$ cat config.mk
export PLATFORM = sky130hd
export DESIGN_NAME = cfu_cmd_sequencer
export DESIGN_NICKNAME = d
export VERILOG_FILES = /design/src/rtl/cfu_seq_pkg.sv /design/src/rtl/seq_timer.sv /design/src/rtl/cfu_cmd_sequencer.sv
export SDC_FILE = /design/constraint.sdc
export NUM_CORES = 1
export LEC_CHECK = 0
export CAP_MARGIN = 10
export CORE_UTILIZATION = 48
export DETAILED_ROUTE_END_ITERATION = 7
export GPL_ROUTABILITY_DRIVEN = 0
export GPL_TIMING_DRIVEN = 0
export HOLD_SLACK_MARGIN = 0.06
export PLACE_DENSITY = 0.95
export SLEW_MARGIN = 20
export SYNTH_ARGS = -nofsm -noshare
export SYNTH_HDL_FRONTEND = slang
export SYNTH_SLANG_ARGS = --single-unit
$ cat constraint.sdc
create_clock -name clk -period 7.15 [get_ports clk]
set_input_delay 1.43 -clock clk [delete_from_list [all_inputs] [get_ports clk]]
set_output_delay 1.43 -clock clk [all_outputs]
set_load 0.05 [all_outputs]
$ cat src/rtl/cfu_seq_pkg.sv
// cfu_seq_pkg: shared state encoding and constants for the CFU command sequencer
package cfu_seq_pkg;
    typedef enum logic [1:0] {IDLE, ISSUE, WAIT, RESP} seq_state_e;
    localparam logic [6:0]  STATUS_F7   = 7'h7F;
    localparam logic [31:0] TIMEOUT_RET = 32'hDEAD_BEEF;
    localparam int          F7_MSB      = 9;
    localparam int          F7_LSB      = 3;
endpackage

$ cat src/rtl/seq_timer.sv
// seq_timer: loadable down-counter; expire flags the last cycle of a count while enabled
module seq_timer #(
    parameter int W = 8
) (
    input  logic         clk,
    input  logic         reset,
    input  logic         load_i,
    input  logic [W-1:0] load_val_i,
    input  logic         en_i,
    output logic         expire_o
);
    logic [W-1:0] cnt_q, cnt_d;
    assign cnt_d    = load_i ? load_val_i : (en_i && cnt_q != '0) ? cnt_q - W'(1) : cnt_q;
    assign expire_o = en_i && cnt_q == '0;
    // Counter register; parks at zero once the count is spent
    always_ff @(posedge clk or posedge reset)
        if (reset) cnt_q <= '0;
        else       cnt_q <= cnt_d;
endmodule

$ cat src/rtl/cfu_cmd_sequencer.sv
// cfu_cmd_sequencer: one-at-a-time CFU command handler driving the conv1d engine
module cfu_cmd_sequencer
    import cfu_seq_pkg::*;
#(
    parameter int         DATA_W    = 32,
    parameter int         FIXED_LAT = 1,
    parameter logic [6:0] LONG_MIN  = 7'd8,
    parameter int         TIMEOUT   = 1024,
    parameter int         ERR_CNT_W = 16
) (
    input  logic              clk,
    input  logic              reset,
    input  logic              cmd_valid,
    output logic              cmd_ready,
    input  logic [9:0]        cmd_payload_function_id,
    input  logic [DATA_W-1:0] cmd_payload_inputs_0,
    input  logic [DATA_W-1:0] cmd_payload_inputs_1,
    output logic              rsp_valid,
    input  logic              rsp_ready,
    output logic [DATA_W-1:0] rsp_payload_outputs_0,
    output logic [6:0]        eng_cmd,
    output logic [DATA_W-1:0] eng_inp0,
    output logic [DATA_W-1:0] eng_inp1,
    output logic              eng_start,
    input  logic [DATA_W-1:0] eng_ret,
    input  logic              eng_done,
    output logic              err_sticky
);
    // Both counts run on one timer, so it is sized for the larger of the two
    localparam int MAXC = TIMEOUT > FIXED_LAT ? TIMEOUT : FIXED_LAT;
    localparam int TW   = $clog2(MAXC) + 1;

    seq_state_e           state_q, state_d;
    logic [DATA_W-1:0]    rsp_q, rsp_d, in0_q, in0_d, in1_q, in1_d;
    logic [6:0]           cmd_q, cmd_d;
    logic [ERR_CNT_W-1:0] err_cnt_q, err_cnt_d;
    logic                 sticky_q, sticky_d;
    logic                 accept, is_status, is_long, expire, unused_fid;
    logic [6:0]           f7;
    logic [TW-1:0]        load_val;

    assign f7         = cmd_payload_function_id[F7_MSB:F7_LSB];
    assign unused_fid = ^cmd_payload_function_id[F7_LSB-1:0];
    assign accept     = cmd_valid && state_q == IDLE;
    assign is_status  = f7 == STATUS_F7;
    assign is_long    = cmd_q >= LONG_MIN;
    // Loading count-1 makes WAIT last exactly FIXED_LAT or TIMEOUT cycles
    assign load_val   = is_long ? TW'(TIMEOUT - 1) : TW'(FIXED_LAT - 1);

    seq_timer #(.W(TW)) u_timer (
        .clk        (clk),
        .reset      (reset),
        .load_i     (state_q == ISSUE),
        .load_val_i (load_val),
        .en_i       (state_q == WAIT),
        .expire_o   (expire)
    );

    // Next-state, latches and error bookkeeping
    always_comb begin
        state_d   = state_q;
        rsp_d     = rsp_q;
        cmd_d     = cmd_q;
        in0_d     = in0_q;
        in1_d     = in1_q;
        err_cnt_d = err_cnt_q;
        sticky_d  = sticky_q;
        case (state_q)
            IDLE:
                if (accept && is_status) begin
                    rsp_d    = {err_cnt_q, {(DATA_W-ERR_CNT_W-1){1'b0}}, sticky_q};
                    sticky_d = 1'b0;
                    state_d  = RESP;
                end else if (accept) begin
                    cmd_d   = f7;
                    in0_d   = cmd_payload_inputs_0;
                    in1_d   = cmd_payload_inputs_1;
                    state_d = ISSUE;
                end
            ISSUE: state_d = WAIT;
            WAIT:
                if (is_long && eng_done) begin
                    rsp_d   = eng_ret;
                    state_d = RESP;
                end else if (is_long && expire) begin
                    rsp_d     = DATA_W'(TIMEOUT_RET);
                    sticky_d  = 1'b1;
                    err_cnt_d = &err_cnt_q ? err_cnt_q : err_cnt_q + ERR_CNT_W'(1);
                    state_d   = RESP;
                end else if (expire) begin
                    rsp_d   = eng_ret;
                    state_d = RESP;
                end
            RESP: state_d = rsp_ready ? IDLE : RESP;
            default: state_d = IDLE;
        endcase
    end

    // State and datapath registers, cleared asynchronously
    always_ff @(posedge clk or posedge reset)
        if (reset) begin
            state_q   <= IDLE;
            rsp_q     <= '0;
            cmd_q     <= '0;
            in0_q     <= '0;
            in1_q     <= '0;
            err_cnt_q <= '0;
            sticky_q  <= 1'b0;
        end else begin
            state_q   <= state_d;
            rsp_q     <= rsp_d;
            cmd_q     <= cmd_d;
            in0_q     <= in0_d;
            in1_q     <= in1_d;
            err_cnt_q <= err_cnt_d;
            sticky_q  <= sticky_d;
        end

    assign cmd_ready             = state_q == IDLE;
    assign rsp_valid             = state_q == RESP;
    assign eng_start             = state_q == ISSUE;
    assign rsp_payload_outputs_0 = rsp_q;
    assign eng_cmd               = cmd_q;
    assign eng_inp0              = in0_q;
    assign eng_inp1              = in1_q;
    assign err_sticky            = sticky_q;
endmodule

==> metrics.md, run 1 <==
| Metric | Value |
|---|---|
| Period utilisation layout | 55.82% |
| Largest net degree at the start of global routing | 70 |
| Drt wl/cell | 21.58 um |
| Endpoints failing hold | 0 |
| Vias in the first global route | 5314 |
| Synth area leader | dfrtp_1 |
| Starting Density | 50.07% |
| Unrepaired setup endpoints after global routing | no |
| Sequential fraction of the synthesis area | 57.48% |
| Worst Path Arrival | 2.56 ns |
| Synthesized instance count | 462 |
| Number of synthesized flops with an enable pin | 0 |
| Ys Warns | 0 |
| Max Fclk | 250.5 MHz |
| GRT Total Usage | 30.89% |
| Die height | 111.8 um |
| Kind of critical path | flop to primary output |
| Postcts setup bufs | 0 |
| Ports | 218 |
| Count leader, synth | dfrtp_1 |
| Switching share of power | 45.74% |
| Maximum vdd drop | 0.2664 mV |
| Int Pwr | 2.574 mW |
| Setup_tns | 0 ns |
| # placed instances | 820 |
| DIE WIDTH | 111.8 um |
| ANT cells | 0 |
| Ys async rst share | 100.0% |
| Clock latency on the worst-skew pair | 0.43 ns |
| Pwr/cell area | 539.4 nW/um^2 |
| Clock Path Buffers | 2 |
| Total Die Area | 12510 sq um |
| Mapped Nets | 576 |
| # clock sinks | 133 |
| Post-cts resize count | 0 |
| Remaining Overflow, GRT | 0 |
| Buffers added on ports | 214 |
| Residual DRC count | 20 |
| CTS tree | done |
| Primary FF master, synth | dfrtp_1 |
| Row Count | 39 |
| First-pass detailed-route iteration total | 8 |
| # H-tree levels | 4 |
| Core ar. | 11560 sq um |
| Clock root buffer master | clkbuf_16 |
| Initial antenna violation count | 0 |
| Status | finished, violations left |
| Tightest Pin Transition | 0.7085 ns |
| First-pass GRT wire length | 29190 um |
| Cells taking the most area after synthesis | dfrtp_1 (57%), mux2_2 (14%), nand2_1 (2.7%) |
| CP Launch Type | flop |
| M3 GR Usage | 6.696% |
| Slew headroom | 52.59% |
| Setup-failing EPs final | 0 |
| Number of buffers created by CTS | 17 |
| DP HPWL | 12270 um |
| Antenna-violating nets left | 0 |
| Minimum clock period | 3.991 ns |
| GR peak layer | met2 |
| Comb pwr share | 52.2% |
| Iter 0 DRT Violations | 406 |
| Crit. End Element | primary output |
| Yosys reg bits | 133 |
| # nets final | 810 |
| Post-DR vias/cell | 5.783 |
| Share of the synthesized area in the top cell type | 57.48% |
| Leakage power | 3.643 nW |
| CP Max Fanout | 10 |
| Final Skew | 0.01200 ns |
| Clk pin slew, worst setup/hold paths | 0.06 ns |
| Clk pwr share | 20.3% |
| Post-CTS Hold Buffers | 0 |
| Cell variety after synth | 51 |
| Share of layout cells above drive strength 1 | 18.76% |
| M1 GR Usage | 33.30% |
| Fin. max-slew vios | 0 |
| Final Total Pwr | 4.744 mW |
| Routed WL | 18390 um |
| Number of max-cap violations | 0 |
| P&R area growth vs syn | 51.86% |
| WP data required | 5.72 ns |
| Avg Inst Size Synth | 12.53 sq um |
| HP Class | flop to flop |
| Routed via count | 4927 |
| Grt met2 use | 55.16% |
| Flop pwr share | 27.5% |
| Final hold slack | 0.4814 ns |
| Non-Filler Instances | 852 |
| Mapped Area | 5791 sq um |
| Violated checks | DRC |
| Post-synth top cells | dfrtp_1 (133), mux2_2 (73), nand2_1 (42) |
| NetSw | 2.170 mW |
-- area by class of cell --
type                            count  area [sq um]
Buffer                             23         153.9
Multi-Input combinational cell    298          2278
Clock inverter                     12         202.7
Fill cell                         620          2771
Timing Repair Buffer              215          2170
Tap cell                          143         178.9
Clock buffer                       20         446.7
Sequential cell                   133          3328
Inverter                            8         35.03
-- worst paths after layout --
kind                       cells after the start  slack, ns                        to                      from
max                                            5       3.16                 eng_start                state_q[1]
min                                            2       0.48  rsp_payload_outputs_0[0]  rsp_payload_outputs_0[0]
max reg2reg                                    7       4.59  rsp_payload_outputs_0[8]          u_timer.cnt_q[0]
min reg2reg                                    2       0.48  rsp_payload_outputs_0[0]  rsp_payload_outputs_0[0]
max in group asynchronous                      3       4.91              err_cnt_q[8]                     reset
min in group asynchronous                      2       1.46              eng_inp1[18]                     reset
-- routing by layer --
metal  up-vias  share of wire (%)
li1       2113                  -
met2       260                 53
met3        67                7.0
met5         -                  0
met1      2487                 35
met4         0                4.6
-- cells in the final DEF (no fill, tap or decap), types with 3 or more instances in the layout --
cell type / netlist / final
a211oi_1: 13 / 13
nor2_1: 13 / 13
inv_1: 8 / 7
and2_1: 14 / 14
ha_1: 3 / 3
nand3_1: 10 / 10
mux2_2: 73 / 73
clkbuf_16: 0 / 17
xnor2_1: 14 / 14
o31ai_1: 5 / 5
a22o_1: 3 / 3
bufinv_16: 0 / 5
buf_6: 7 / 7
buf_2: 8 / 8
nand4_1: 7 / 7
clkinvlp_4: 0 / 4
o21ai_0: 26 / 26
nand2b_1: 3 / 3
clkdlybuf4s50_1: 0 / 214
mux2i_1: 6 / 6
a21oi_1: 23 / 23
dfrtp_1: 133 / 133
nand2_1: 42 / 42
nor3_1: 5 / 5
xor2_1: 5 / 5
and3_1: 3 / 3
clkbuf_1: 6 / 8
-- cells by family after synthesis --
family                   count (synthesis)  synth area share (%)
flip-flops                             133                 57.48
AND/OR/NAND/NOR                        117                 11.63
AO/OA/AOI/OAI                           80                 8.967
multiplexers                            79                 15.23
buffers and inverters                   31                 3.176
XOR/XNOR                                19                 2.874
adder cells (fa/ha/maj)                  3                0.6483
-- critical path: stages (launching register included) --
cell and delay, ns:
dfrtp_1 0.35, clkbuf_2 0.18, nand2b_1 0.19, clkbuf_1 0.26, inv_1 0.28, clkdlybuf4s50_1 0.87
-- state kept, by name, summed over array words and instances, names as in the netlist --
name and count:
err_sticky 1, u_timer.cnt_q 11, state_q 2, rsp_payload_outputs_0 32, eng_inp0 32, err_cnt_q 16
eng_inp1 32, eng_cmd 7
-- per-stage QoR --
step,area (sq um),worst slack [ns],util (%)
detailed placement,8144,3.424,70.42
floorplan,5791,2.166,-
global placement,8112,0.6282,70.14
finish,8793,3.159,76.04
global route,8793,3.096,76.04
CTS,8793,3.183,76.04
-- power groups by stage --
| stage | Sequential [mW] | Clock (mW) | Combinational, mW |
|---|---|---|---|
| 2_1_floorplan | 2.27 | 0 | 0.589 |
| 3_3_place_gp | 1.26 | 0 | 2.39 |
| 3_5_place_dp | 1.30 | 0 | 2.44 |
| 4_1_cts | 1.30 | 0.960 | 2.48 |
| 5_1_grt | 1.34 | 1.00 | 2.57 |
| 6_report | 1.30 | 0.962 | 2.48 |
Power figures use the tool's default switching activity.
==> inputs of run 2 (changes only) <==
CORE_UTILIZATION = 44   (was 48)
PLACE_DENSITY = 0.89   (was 0.95)
clock period = 3.8 ns   (was 7.15 ns; I/O delays follow)
==> metrics.md, run 2 (synthesis results as in run 1) <==
| Metric | Value |
|---|---|
| Status | finished, final reports clean |
| Clk pin slew, worst setup/hold paths | 0.06 ns |
| Number of max-cap violations | 0 |
| WP data required | 3.04 ns |
| Reg-to-Reg Start | u_timer.cnt_q[0] |
| ANT cells | 0 |
| Die height | 116.7 um |
| Clock latency on the worst-skew pair | 0.42 ns |
| Total Die Area | 13620 sq um |
| Post-cts resize count | 0 |
| Fill cells | 860 |
| Starting Density | 45.52% |
| GR peak layer | met2 |
| Leakage power | 3.674 nW |
| Number of buffers created by CTS | 17 |
| Cell Chain, Critical Path | clkbuf_2 -> nand2b_1 -> clkbuf_1 -> inv_1 -> clkdlybuf4s50_1 |
| HP Start | rsp_payload_outputs_0[23] |
| Tightest Pin Transition | 0.6321 ns |
| # placed instances | 852 |
| Clock Path Buffers | 2 |
| Post-CTS Hold Buffers | 0 |
| Clock root buffer master | clkbuf_16 |
| Final Skew | 0.008429 ns |
| CTS tree | done |
| Antenna-violating nets left | 0 |
| Non-Filler Instances | 884 |
| P&R area growth vs syn | 53.20% |
| Most frequent cells in the layout | clkdlybuf4s50_1 (214), dfrtp_1 (133), mux2_2 (73), nand2_1 (42), o21ai_0 (26) |
| # H-tree levels | 4 |
| GRT Total Usage | 25.31% |
| Slowest cell on crit path | clkdlybuf4s50_1 |
| Drt wl/cell | 19.32 um |
| Area used by multi-input combinational logic | 2278 sq um |
| Endpoints failing hold | 0 |
| Maximum vdd drop | 0.4708 mV |
| Worst hold endpoint | rsp_payload_outputs_0[23] |
| # nets final | 813 |
| Initial antenna violation count | 0 |
| Max Fclk | 314.4 MHz |
| First-pass GRT wire length | 25430 um |
| Pwr/cell area | 989.8 nW/um^2 |
| M1 GR Usage | 26.55% |
| Routed WL | 17080 um |
| Vias in the first global route | 4915 |
| Period utilisation layout | 83.69% |
| Worst Path Arrival | 2.42 ns |
| CP Launch Type | flop |
| CP Max Fanout | 10 |
| Hold path depth | 2 |
| # clock sinks | 133 |
| Fin. max-slew vios | 0 |
| Crit. End Element | primary output |
| Iter 0 DRT Violations | 348 |
| Kind of critical path | flop to primary output |
| Slew headroom | 57.86% |
| Postcts setup bufs | 0 |
| Share of layout cells above drive strength 1 | 19.10% |
| M3 GR Usage | 7.109% |
| Largest net degree at the start of global routing | 33 |
| DP HPWL | 12360 um |
| Minimum clock period | 3.180 ns |
| Residual DRC count | 0 |
| Worst path max stage delay | 0.85 ns |
| R2r endpoint | rsp_payload_outputs_0[8] |
| First-pass detailed-route iteration total | 4 |
| DIE WIDTH | 116.7 um |
| Remaining Overflow, GRT | 0 |
| Unrepaired setup endpoints after global routing | no |
| Sequential Area | 3328 sq um |
| Buffers added on ports | 214 |
| Grt met2 use | 45.72% |
| R2r worst-path depth | 7 |
| Ports | 218 |
| Setup_tns | 0 ns |
| Core ar. | 12720 sq um |
| Routed via count | 4735 |
| Setup-failing EPs final | 0 |
| Commonest non-fill, non-tap cell in the layout | clkdlybuf4s50_1 |
| Row Count | 41 |
| Post-DR vias/cell | 5.356 |
| Worst reg-to-reg setup slack | 1.30 ns |
| HP Class | flop to flop |
## run 2: worst max path at each step
stage                           from                   endpoint  slack [ns]  cells after the start
after floorplan                reset                 eng_cmd[0]        1.39                      1
after global placement         reset               eng_inp0[17]        0.32                      2
after detailed placement   cmd_valid  rsp_payload_outputs_0[14]        0.77                      6
after CTS                 state_q[1]                  eng_start        0.63                      5
after global routing      state_q[1]                  eng_start        0.53                      5
final                     state_q[1]                  eng_start        0.62                      5
## run 2: per-stage QoR
stage	cell area [sq um]	hold slack [ns]	power (mW)	utilization (%)	setup WS, ns
2_1_floorplan	5794	0.4583	5.375	-	1.389
3_3_place_gp	8152	0.4663	6.855	64.07	0.3230
3_5_place_dp	8239	0.4693	7.024	64.76	0.7747
4_1_cts	8871	0.4823	8.807	69.73	0.6279
5_1_grt	8871	0.5157	9.116	69.73	0.5346
6_report	8871	0.4849	8.780	69.73	0.6196
## run 2: metal layers
layer,wire [um],part of all wire [%]
met5,0,0
met4,685,4.0
met3,1102,6.5
met2,9108,53
met1,6180,36
## run 2: cell type report
class	count	share of cell area, %
Clock inverter	7	1.312
Buffer	23	1.735
Clock buffer	25	5.811
Tap cell	172	2.426
Sequential cell	133	37.52
Inverter	8	0.3808
Timing Repair Buffer	218	25.13
Multi-Input combinational cell	298	25.68
## run 2: where the power goes
part,switching [mW],internal (mW)
clock,0.595,1.14
combinational,2.98,1.65
sequential,0.402,2.02
total,3.98,4.80
## run 2: worst max-delay path, delay by kind of cell, from the launching register on
kind	cells	cell delay, ns
flops	1	0.35
simple gates	1	0.16
buf+inv	4	1.48
